**src/rtl/cpu_pkg.sv**
```systemverilog
// rtl/cpu_pkg.sv - shared CPU types and constants used by the fetch stage
package cpu_pkg;

  typedef enum logic [1:0] {
    F_IDLE = 2'd0,
    F_WAIT = 2'd1,
    F_DONE = 2'd2
  } fetch_state_t;

  localparam logic [31:0] NOP_INSTR        = 32'h0000_0000;
  localparam logic [31:0] DEFAULT_RESET_PC = 32'h0000_0000;

endpackage

```
**src/rtl/fetch_unit_if.sv**
```systemverilog
// rtl/fetch_unit_if.sv - instruction-memory request/response bundle
interface fetch_unit_if #(
  parameter int XLEN = 32
);

  logic            imem_req;
  logic [XLEN-1:0] imem_addr;
  logic            imem_rvalid;
  logic [31:0]     imem_rdata;

  modport master (
    output imem_req,
    output imem_addr,
    input  imem_rvalid,
    input  imem_rdata
  );

  modport slave (
    input  imem_req,
    input  imem_addr,
    output imem_rvalid,
    output imem_rdata
  );

endinterface

```
**src/rtl/fetch_unit.sv**
```systemverilog
// rtl/fetch_unit.sv - multicycle fetch stage: PC/IR registers and imem handshake (optional FETCH_MISALIGN_CHK_EN)
module fetch_unit
  import cpu_pkg::*;
#(
  parameter int              XLEN     = 32,
  parameter logic [XLEN-1:0] RESET_PC = XLEN'(DEFAULT_RESET_PC)
) (
  input  logic                clk,
  input  logic                rst_n,
  input  logic                ir_write,
  input  logic                pc_write,
  input  logic                branch,
  input  logic                zero,
  input  logic                pc_src,
  input  logic [XLEN-1:0]     alu_result,
  input  logic [XLEN-1:0]     alu_out,
  fetch_unit_if.master        imem,
  output logic [XLEN-1:0]     pc,
  output logic [31:0]         instr,
  output logic [5:0]          opcode,
  output logic [5:0]          funct,
  output logic                fetch_stall,
  output logic                misalign_err
);

  fetch_state_t state, state_nxt;
  logic         capture;
  logic         misaligned;
  logic         misalign_set;
  logic         pc_en;

`ifdef FETCH_MISALIGN_CHK_EN
  logic misalign_q;

  assign misaligned     = (pc[1:0] != 2'b00);
  assign misalign_set   = (state == F_IDLE) && ir_write && misaligned;
  assign imem.imem_addr = pc;
  assign misalign_err   = misalign_q;

  always_ff @(posedge clk) begin
    if (!rst_n) begin
      misalign_q <= 1'b0;
    end else if (misalign_set) begin
      misalign_q <= 1'b1;
    end
  end
`else
  assign misaligned     = 1'b0;
  assign misalign_set   = 1'b0;
  assign imem.imem_addr = {pc[XLEN-1:2], 2'b00};
  assign misalign_err   = 1'b0;
`endif

  always_ff @(posedge clk) begin
    if (!rst_n) begin
      state <= F_IDLE;
    end else begin
      state <= state_nxt;
    end
  end

  // A response arriving alongside the request is never accepted: capture only in F_WAIT.
  always_comb begin
    state_nxt     = state;
    imem.imem_req = 1'b0;
    fetch_stall   = 1'b0;
    capture       = 1'b0;
    case (state)
      F_IDLE: begin
        if (ir_write) begin
          fetch_stall = 1'b1;
          if (misaligned) begin
            state_nxt = F_DONE;
          end else begin
            imem.imem_req = 1'b1;
            state_nxt     = F_WAIT;
          end
        end
      end
      F_WAIT: begin
        fetch_stall = 1'b1;
        if (imem.imem_rvalid) begin
          capture   = 1'b1;
          state_nxt = F_DONE;
        end
      end
      F_DONE: begin
        state_nxt = F_IDLE;
      end
      default: begin
        state_nxt = F_IDLE;
      end
    endcase
  end

  always_ff @(posedge clk) begin
    if (!rst_n) begin
      instr <= NOP_INSTR;
    end else if (capture) begin
      instr <= imem.imem_rdata;
    end else if (misalign_set) begin
      instr <= NOP_INSTR;
    end
  end

  // The stall mask keeps the PC frozen for the whole outstanding fetch.
  assign pc_en = (pc_write | (branch & zero)) & ~fetch_stall;

  always_ff @(posedge clk) begin
    if (!rst_n) begin
      pc <= RESET_PC;
    end else if (pc_en) begin
      pc <= pc_src ? alu_out : alu_result;
    end
  end

  assign opcode = instr[31:26];
  assign funct  = instr[5:0];

endmodule

```
**src/flat_wrapper.sv**
```systemverilog
// flat-port wrapper written by rule: the top's interface ports become plain ports
module fetch_unit_flat import cpu_pkg::*;
#(
  parameter int              XLEN     = 32,
  parameter logic [XLEN-1:0] RESET_PC = XLEN'(DEFAULT_RESET_PC)
)
  (clk, rst_n, ir_write, pc_write, branch, zero, pc_src, alu_result, alu_out, pc, instr, opcode, funct, fetch_stall, misalign_err, imem_imem_req, imem_imem_addr, imem_imem_rvalid, imem_imem_rdata);
  fetch_unit_if #(.XLEN(XLEN)) imem_i ();
  input  logic clk;
  input  logic rst_n;
  input  logic ir_write;
  input  logic pc_write;
  input  logic branch;
  input  logic zero;
  input  logic pc_src;
  input  logic [XLEN-1:0] alu_result;
  input  logic [XLEN-1:0] alu_out;
  output logic [XLEN-1:0] pc;
  output logic [31:0] instr;
  output logic [5:0] opcode;
  output logic [5:0] funct;
  output logic fetch_stall;
  output logic misalign_err;
  output wire logic [$bits(imem_i.imem_req)-1:0] imem_imem_req;
  output wire logic [$bits(imem_i.imem_addr)-1:0] imem_imem_addr;
  input wire logic [$bits(imem_i.imem_rvalid)-1:0] imem_imem_rvalid;
  input wire logic [$bits(imem_i.imem_rdata)-1:0] imem_imem_rdata;
  assign imem_imem_req = imem_i.imem_req;
  assign imem_imem_addr = imem_i.imem_addr;
  assign imem_i.imem_rvalid = imem_imem_rvalid;
  assign imem_i.imem_rdata = imem_imem_rdata;
  fetch_unit #(.XLEN(XLEN), .RESET_PC(RESET_PC)) u_core (.clk(clk), .rst_n(rst_n), .ir_write(ir_write), .pc_write(pc_write), .branch(branch), .zero(zero), .pc_src(pc_src), .alu_result(alu_result), .alu_out(alu_out), .imem(imem_i), .pc(pc), .instr(instr), .opcode(opcode), .funct(funct), .fetch_stall(fetch_stall), .misalign_err(misalign_err));
endmodule
```
**config.mk**
```make
export PLATFORM = sky130hd
export DESIGN_NAME = fetch_unit_flat
export DESIGN_NICKNAME = d
export VERILOG_FILES = /design/src/rtl/cpu_pkg.sv /design/src/rtl/fetch_unit_if.sv /design/src/rtl/fetch_unit.sv /design/src/flat_wrapper.sv
export SDC_FILE = /design/constraint.sdc
export NUM_CORES = 1
export LEC_CHECK = 0
export BUFFER_PORTS_ARGS = -buffer_cell sky130_fd_sc_hd__clkbuf_2
export CAP_MARGIN = 5
export CORE_AREA = 2 2 93 95
export DETAILED_ROUTE_END_ITERATION = 12
export DIE_AREA = 0 0 95 97
export PLACE_DENSITY = 0.84
export SYNTH_ARGS = -nofsm -noshare
export SYNTH_HDL_FRONTEND = slang
export SYNTH_SLANG_ARGS = --single-unit
```
**constraint.sdc**
```tcl
create_clock -name clk -period 2.7 [get_ports clk]
set_clock_uncertainty 0.05 [all_clocks]
set_input_delay 0.27 -clock clk [delete_from_list [all_inputs] [get_ports clk]]
set_output_delay 0.27 -clock clk [all_outputs]
set_load 0.02 [all_outputs]
```
==> results of run 1 <==
cells in the final DEF (no fill, tap or decap):
cell	count
mux2i_1	32
a21o_1	1
nand3b_1	1
clkbuf_8	9
o211a_1	32
a21boi_1	9
and2_1	2
clkbuf_2	211
inv_1	1
nand3_1	32
o21bai_2	1
clkinvlp_4	1
and3_1	1
bufinv_16	1
buf_4	6
and3b_1	1
clkinv_4	2
dfxtp_1	66
conb_1	3
nor3b_1	1
clkinv_2	3
a21boi_0	23
nand2_1	65
worst register-to-register path: stages, from the launching register on:
cell and delay (ns):
dfxtp_1 0.35, o21bai_2 0.52, and2_1 0.21, buf_4 0.31, o211a_1 0.20
kinds of logic (layout without fill, tap and decap cells):
logic type             count (synthesis)  count (layout)
multiplexers                          32              32
flip-flops                            66              66
buffers and inverters                 74             234
other                                  1               3
AND/OR/NAND/NOR                      103             103
AO/OA/AOI/OAI                         66              66
state kept, by name, summed over array words and instances, names as in the netlist:
name,flops
u_core.state,2
u_core.pc,32
u_core.instr,32
power groups by stage:
stage | Combinational, mW | Clock, mW | Sequential (mW)
final | 0.539 | 0.802 | 1.09
after global routing | 0.585 | 0.882 | 1.10
after CTS | 0.547 | 0.837 | 1.09
after detailed placement | 0.547 | 0 | 1.11
after global placement | 0.537 | 0 | 1.11
after floorplan | 0.327 | 0 | 1.18
how the worst max path moves through the flow:
| stage | startpoint | to | slack (ns) | depth (start not counted) |
|---|---|---|---|---|
| floorplan | u_core.state[1]$_SDFFE_PN0P_ | u_core.pc[10]$_SDFFE_PN0P_ | 1.43 | 5 |
| global placement | ir_write | u_core.pc[30]$_SDFFE_PN0P_ | 1.07 | 5 |
| detailed placement | u_core.state[0]$_SDFFE_PN0P_ | u_core.pc[26]$_SDFFE_PN0P_ | 0.98 | 4 |
| CTS | u_core.state[0]$_SDFFE_PN0P_ | fetch_stall | 0.76 | 3 |
| global route | u_core.state[0]$_SDFFE_PN0P_ | fetch_stall | 0.65 | 3 |
| finish | u_core.state[0]$_SDFFE_PN0P_ | fetch_stall | 0.83 | 3 |
stage by stage:
stage                     cells   util  area, um^2
after floorplan             344      -        3180
after global placement      593  0.481        3920
after detailed placement    593  0.481        3920
after CTS                   609  0.505        4110
after global routing        609  0.505        4110
final                       609  0.505        4110
area by class of cell:
class | count | area, um^2
clock inverter | 7 | 70.1
tap | 105 | 131
multi-input combinational | 204 | 1360
timing repair buffer | 217 | 1100
sequential | 66 | 1320
clock buffer | 9 | 124
inverter | 1 | 3.75
fill | 774 | 4030
layer usage:
layer	vias up	GRT usage	routed length (um)
met3	8	0.0460	617
met4	0	0.0602	76
li1	1438	-	-
met1	1333	0.183	3170
met5	-	0	0
met2	142	0.300	4000
==> summary.md, run 1 <==
| Metric | Value |
|---|---|
| Pleak | `2.38 nW` |
| Yosys warning total | `0` |
| Core area | `0.00813 mm^2` |
| Yosys cell types | `21` |
| VDD IR max | `0.000309 V` |
| Antenna-violating nets left | `0` |
| Final hold vios | `0` |
| RSZ-0062 raised after global routing | `no` |
| Clock power frac | `0.330` |
| Cell taking the most area after synthesis | `dfxtp_1` |
| Initial antenna violation count | `0` |
| Top-count cell post-synth | `dfxtp_1` |
| Max-Slew Margin vs Limit | `0.228` |
| DR vias/cell | `4.80` |
| Setup ws final | `0.831 ns` |
| Simple-gate share of the synthesized area | `0.141` |
| Critical path data arrival time | `1.55 ns` |
| Port bufs | `211` |
| Hold WC Path Type | `input pin to flop` |
| WL/cell | `12.9 um` |
| Slew at the pin closest to its max-slew limit | `1.16 ns` |
| Synth top area cells | `dfxtp_1 42%, buf_4 11%, mux2i_1 10%` |
| Max Cap Violations | `0` |
| Die width | `95 um` |
| Die H | `97 um` |
| Detailed Routing Iterations Pass 1 | `5` |
| Setup TNS | `0 ns` |
| Period minus WS final | `1.87 ns` |
| Nets | `603` |
| Synth Area in XOR/XNOR | `0` |
| Pwr Density | `591 mW/mm^2` |
| Synthesized cell area | `0.00317 mm^2` |
| H-tree depth | `3` |
| Die ar. | `0.00922 mm^2` |
| Vias in the first global route | `2,674` |
| Clk buf depth | `2` |
| Commonest cells in the netlist | `66 x dfxtp_1, 65 x nand2_1, 48 x buf_4` |
| Delay-heaviest family, CP | `compound AO/OA/AOI/OAI gates` |
| Cts bufs inserted | `9` |
| Internal | `1.68 mW` |
| Maximum operating frequency | `535 MHz` |
| R2R cell count | `4` |
| Buffers & Inverters on Critical Path | `2` |
| CTS Root Cell | `clkbuf_8` |
| CTS tree | `yes` |
| Crit path cell chain | `o21bai_2, inv_1, clkbuf_2` |
| Seq cells post-synth | `66` |
| Synth Area in Adders | `0` |
| Placer Congestion | `0.726` |
| Hold path start | `imem_imem_rdata[23]` |
| Avg Cell Area, Syn | `9.27 um^2` |
| Hold Path Sink | `u_core.instr[23]$_SDFFE_PN0P_` |
| Clk slew on worst S/H paths | `0.08 ns` |
| Setup violations, final | `0` |
| Post-synth ARST share | `0` |
| Gr ovfl total | `0` |
| Starting density of the core | `0.390` |
| First-pass GRT wire length | `12.3 mm` |
| Iter 0 DRT Violations | `55` |
| Mux contribution to synthesized area | `0.101` |
| Post-synthesis cell count | `342` |
| Sequential fraction of the synthesis area | `0.417` |
| Gr usage total | `0.167` |
| CP Data Required Time | `2.38 ns` |
| Kind of critical path | `flop to output port` |
| Top Ports | `215` |
| Crit path max fanout | `15` |
| Hold Buf Count CTS | `0` |
| Kind of end point of the critical path | `output port` |
| CTS Sinks | `66` |
| FF-to-FF End | `u_core.pc[26]$_SDFFE_PN0P_` |
| Area Overhead vs Synth | `29.6%` |
| Final period utilization | `0.692` |
| ANT cells | `0` |
| Pre-CTS WS | `0.982 ns` |
| Hold depth | `3` |
| Largest net degree at the start of global routing | `67` |
| Clock latency on the worst-skew pair | `0.32 ns` |
| Reg2reg start | `u_core.state[0]$_SDFFE_PN0P_` |
| Drt total wl | `7.86 mm` |
| Sw Ratio | `0.309` |
| Postcts setup bufs | `0` |
| Post-cts resize count | `0` |
| Compound-cell area share of the yosys netlist | `0.183` |
| Hold WS | `0.106 ns` |
| Worst path slowest cell | `o21bai_2` |
| Yosys top cell area share | `0.417` |
| Worst setup SP type | `flop` |
| Power Total | `2.43 mW` |
| Sequential share of power | `0.448` |
| Via count | `2,921` |
| Std-Cell Rows | `33` |
| Layout cells sized above 1 | `0.464` |
| Outcome | `complete, no violations` |
| Max-slew violation count | `0` |
| Gate power share | `0.222` |
| Detailed placer's ending HPWL | `5.92 mm` |
| Psw | `751 uW` |
| DRC | `0` |
| Top_reg_cell synth | `dfxtp_1` |
| Max incr delay on CP | `0.52 ns` |
| Main combinational cell family by area after synthesis | `compound AO/OA/AOI/OAI gates` |
| EDFF count, synth | `0` |
| FF-to-FF setup slack | `1.01 ns` |
(Power assumes the default switching activity.)
==> run 2, diff against run 1 <==
- CORE_AREA: 2 2 93 95 -> 2 2 95 97
- DIE_AREA: 0 0 95 97 -> 0 0 97 99
- PLACE_DENSITY: 0.84 -> 0.85
- clock period: 2.7 -> 1.67 ns (I/O delays scaled with it)
==> run 2 against run 1 <==
Routed wire length grew 4.0%. Combinational power grew 70%. Hold slack lost 0.088 ns. Highest routed layer unchanged.
==> summary.md, run 2 (same netlist as run 1, synthesis figures left out) <==
| Metric | Value |
|---|---|
| Pre-CTS WS | `0.387 ns (-0.595 ns)` |
| Clk buf depth | `2 (unchanged)` |
| DRC | `0 (unchanged)` |
| Buffers & Inverters on Critical Path | `2 (unchanged)` |
| Kind of critical path | `flop to output port` |
| Initial antenna violation count | `0 (unchanged)` |
| Post-cts resize count | `0 (unchanged)` |
| Via count | `3,001 (+2.7%)` |
| Crit path cell chain | `o21bai_2, inv_1, clkbuf_2` |
| Postcts setup bufs | `0 (unchanged)` |
| Hold WC Path Type | `input pin to flop` |
| Crit path max fanout | `5 (-10)` |
| Critical path data arrival time | `1.14 ns (-0.41 ns)` |
| Reg2reg start | `u_core.state[1]$_SDFFE_PN0P_` |
| Delay-heaviest family, CP | `flip-flops` |
| Antenna-violating nets left | `0 (unchanged)` |
| Area Overhead vs Synth | `35.4%` |
| Setup TNS | `0 ns (unchanged)` |
| Starting density of the core | `0.371 (-0.0190)` |
| Drt total wl | `8.17 mm (+4.0%)` |
| Port bufs | `211 (unchanged)` |
| Cts bufs inserted | `9 (unchanged)` |
| Iter 0 DRT Violations | `58 (+5.5%)` |
| Hold Path Sink | `u_core.instr[20]$_SDFFE_PN0P_` |
| H-tree depth | `3 (unchanged)` |
| Die ar. | `0.00960 mm^2 (+4.2%)` |
| CP Data Required Time | `1.45 ns (-0.93 ns)` |
| RSZ-0062 raised after global routing | `no` |
| Max-slew violation count | `0 (unchanged)` |
| Die H | `99 um (+2.1%)` |
| Top Ports | `215 (unchanged)` |
| FF-to-FF setup slack | `0.40 ns (-0.61 ns)` |
| Nets | `621 (+3.0%)` |
| Vias in the first global route | `2,778 (+3.9%)` |
| Setup ws final | `0.317 ns (-0.514 ns)` |
| Hold WS | `0.0182 ns (-0.0876 ns)` |
| Largest net degree at the start of global routing | `67 (unchanged)` |
| Inst Count DP | `600 (+1.2%)` |
| Fin area | `0.00429 mm^2 (+4.4%)` |
| Final period utilization | `0.810` |
| Kind of end point of the critical path | `output port` |
| Detailed Routing Iterations Pass 1 | `4 (-1)` |
| Outcome | `complete, no violations` |
| Placer Congestion | `0.785 (+8.1%)` |
| Die width | `97 um (+2.1%)` |
| Placement Cell Area | `0.00399 mm^2 (+1.8%)` |
| Gr ovfl total | `0 (unchanged)` |
| Gr usage total | `0.167 (+0.000185)` |
| Power Total | `3.81 mW (+57%)` |
| ANT cells | `0 (unchanged)` |
| R2R cell count | `4 (unchanged)` |
| Most frequent cells in the layout | `211 x clkbuf_2, 66 x dfxtp_1, 65 x nand2_1` |
| Pleak | `2.46 nW (+3.3%)` |
| CTS Sinks | `66 (unchanged)` |
| Clock latency on the worst-skew pair | `0.32 ns (about the same)` |
| First-pass GRT wire length | `13.1 mm (+6.3%)` |
| Pwr Density | `889 mW/mm^2 (+50%)` |
| Setup violations, final | `0 (unchanged)` |
| Worst path slowest cell | `dfxtp_1` |
| Worst setup SP type | `flop` |
| Clk slew on worst S/H paths | `0.07 ns (about the same)` |
| DR vias/cell | `4.76 (-0.69%)` |
| Layout cells sized above 1 | `0.450 (-0.0141)` |
| Final Util | `0.502 (-0.00340)` |
| CTS tree | `yes` |
| Most common library cell in the layout ignoring fill and taps | `clkbuf_2` |
| WL/cell | `13.0 um (+0.52%)` |
| Period minus WS final | `1.35 ns` |
| VDD IR max | `0.000376 V (+22%)` |
| Final hold vios | `0 (unchanged)` |
| Finished Layout Cells | `630 (+3.4%)` |
| Core area | `0.00855 mm^2 (+5.1%)` |
| FF-to-FF End | `u_core.pc[2]$_SDFFE_PN0P_` |
| Hold path start | `imem_imem_rdata[20]` |
| Max incr delay on CP | `0.35 ns (-0.17 ns)` |
| Top flop regs | `u_core.instr (32), u_core.pc (32), u_core.state (2)` |
| Max Cap Violations | `0 (unchanged)` |
| Maximum operating frequency | `739 MHz` |
| CTS Root Cell | `clkbuf_8` |
| Std-Cell Rows | `34 (+3.0%)` |
| Hold depth | `3 (unchanged)` |
| Detailed placer's ending HPWL | `6.17 mm (+4.2%)` |
-- run 2: cell count changes in the layout (fill, tap and decap cells not counted), sizes merged --
cell / change
clkinv: -2
buf: +4
clkbuf: +4
dlygate4sd3: +14
clkinvlp: -1
bufinv: -1
-- run 2: routing by layer --
metal | routed length, um | track usage
met5 | 0 | 0
met4 | 153 | 0.0607
met3 | 730 | 0.0574
met2 | 4120 | 0.295
met1 | 3170 | 0.186
-- run 2: worst register-to-register path, stage by stage (launching register included) --
cell      delay, ns
dfxtp_1        0.32
o21bai_2       0.21
and2_1         0.16
buf_4          0.20
o211a_1        0.22
-- run 2: what timing repair did --
item,in CTS,in global routing
hold buffers,14,0
setup endpoints to repair,0,0
endpoints found under the hold margin,14,0
-- run 2: power breakdown --
| group | internal [mW] | switching (mW) |
|---|---|---|
| Sequential | 1.68 | 0.0825 |
| Clock | 0.574 | 0.560 |
| Combinational | 0.386 | 0.532 |
-- run 2: worst max path at each step --
stage,slack (ns),to,cells after the start,from
detailed placement,0.39,u_core.pc[2]$_SDFFE_PN0P_,4,u_core.state[1]$_SDFFE_PN0P_
global placement,0.42,u_core.pc[24]$_SDFFE_PN0P_,4,u_core.state[1]$_SDFFE_PN0P_
CTS,0.28,fetch_stall,3,u_core.state[0]$_SDFFE_PN0P_
finish,0.32,fetch_stall,3,u_core.state[0]$_SDFFE_PN0P_
floorplan,0.40,u_core.pc[10]$_SDFFE_PN0P_,5,u_core.state[1]$_SDFFE_PN0P_
global route,0.20,fetch_stall,3,u_core.state[0]$_SDFFE_PN0P_
-- run 2: final cells by class --
class                      count  area, um^2
inverter                       1        3.75
fill                         806        4260
multi-input combinational    204        1360
tap                          108         135
sequential                    66        1320
timing repair buffer         235        1310
clock buffer                  13         149
clock inverter                 3        15.0
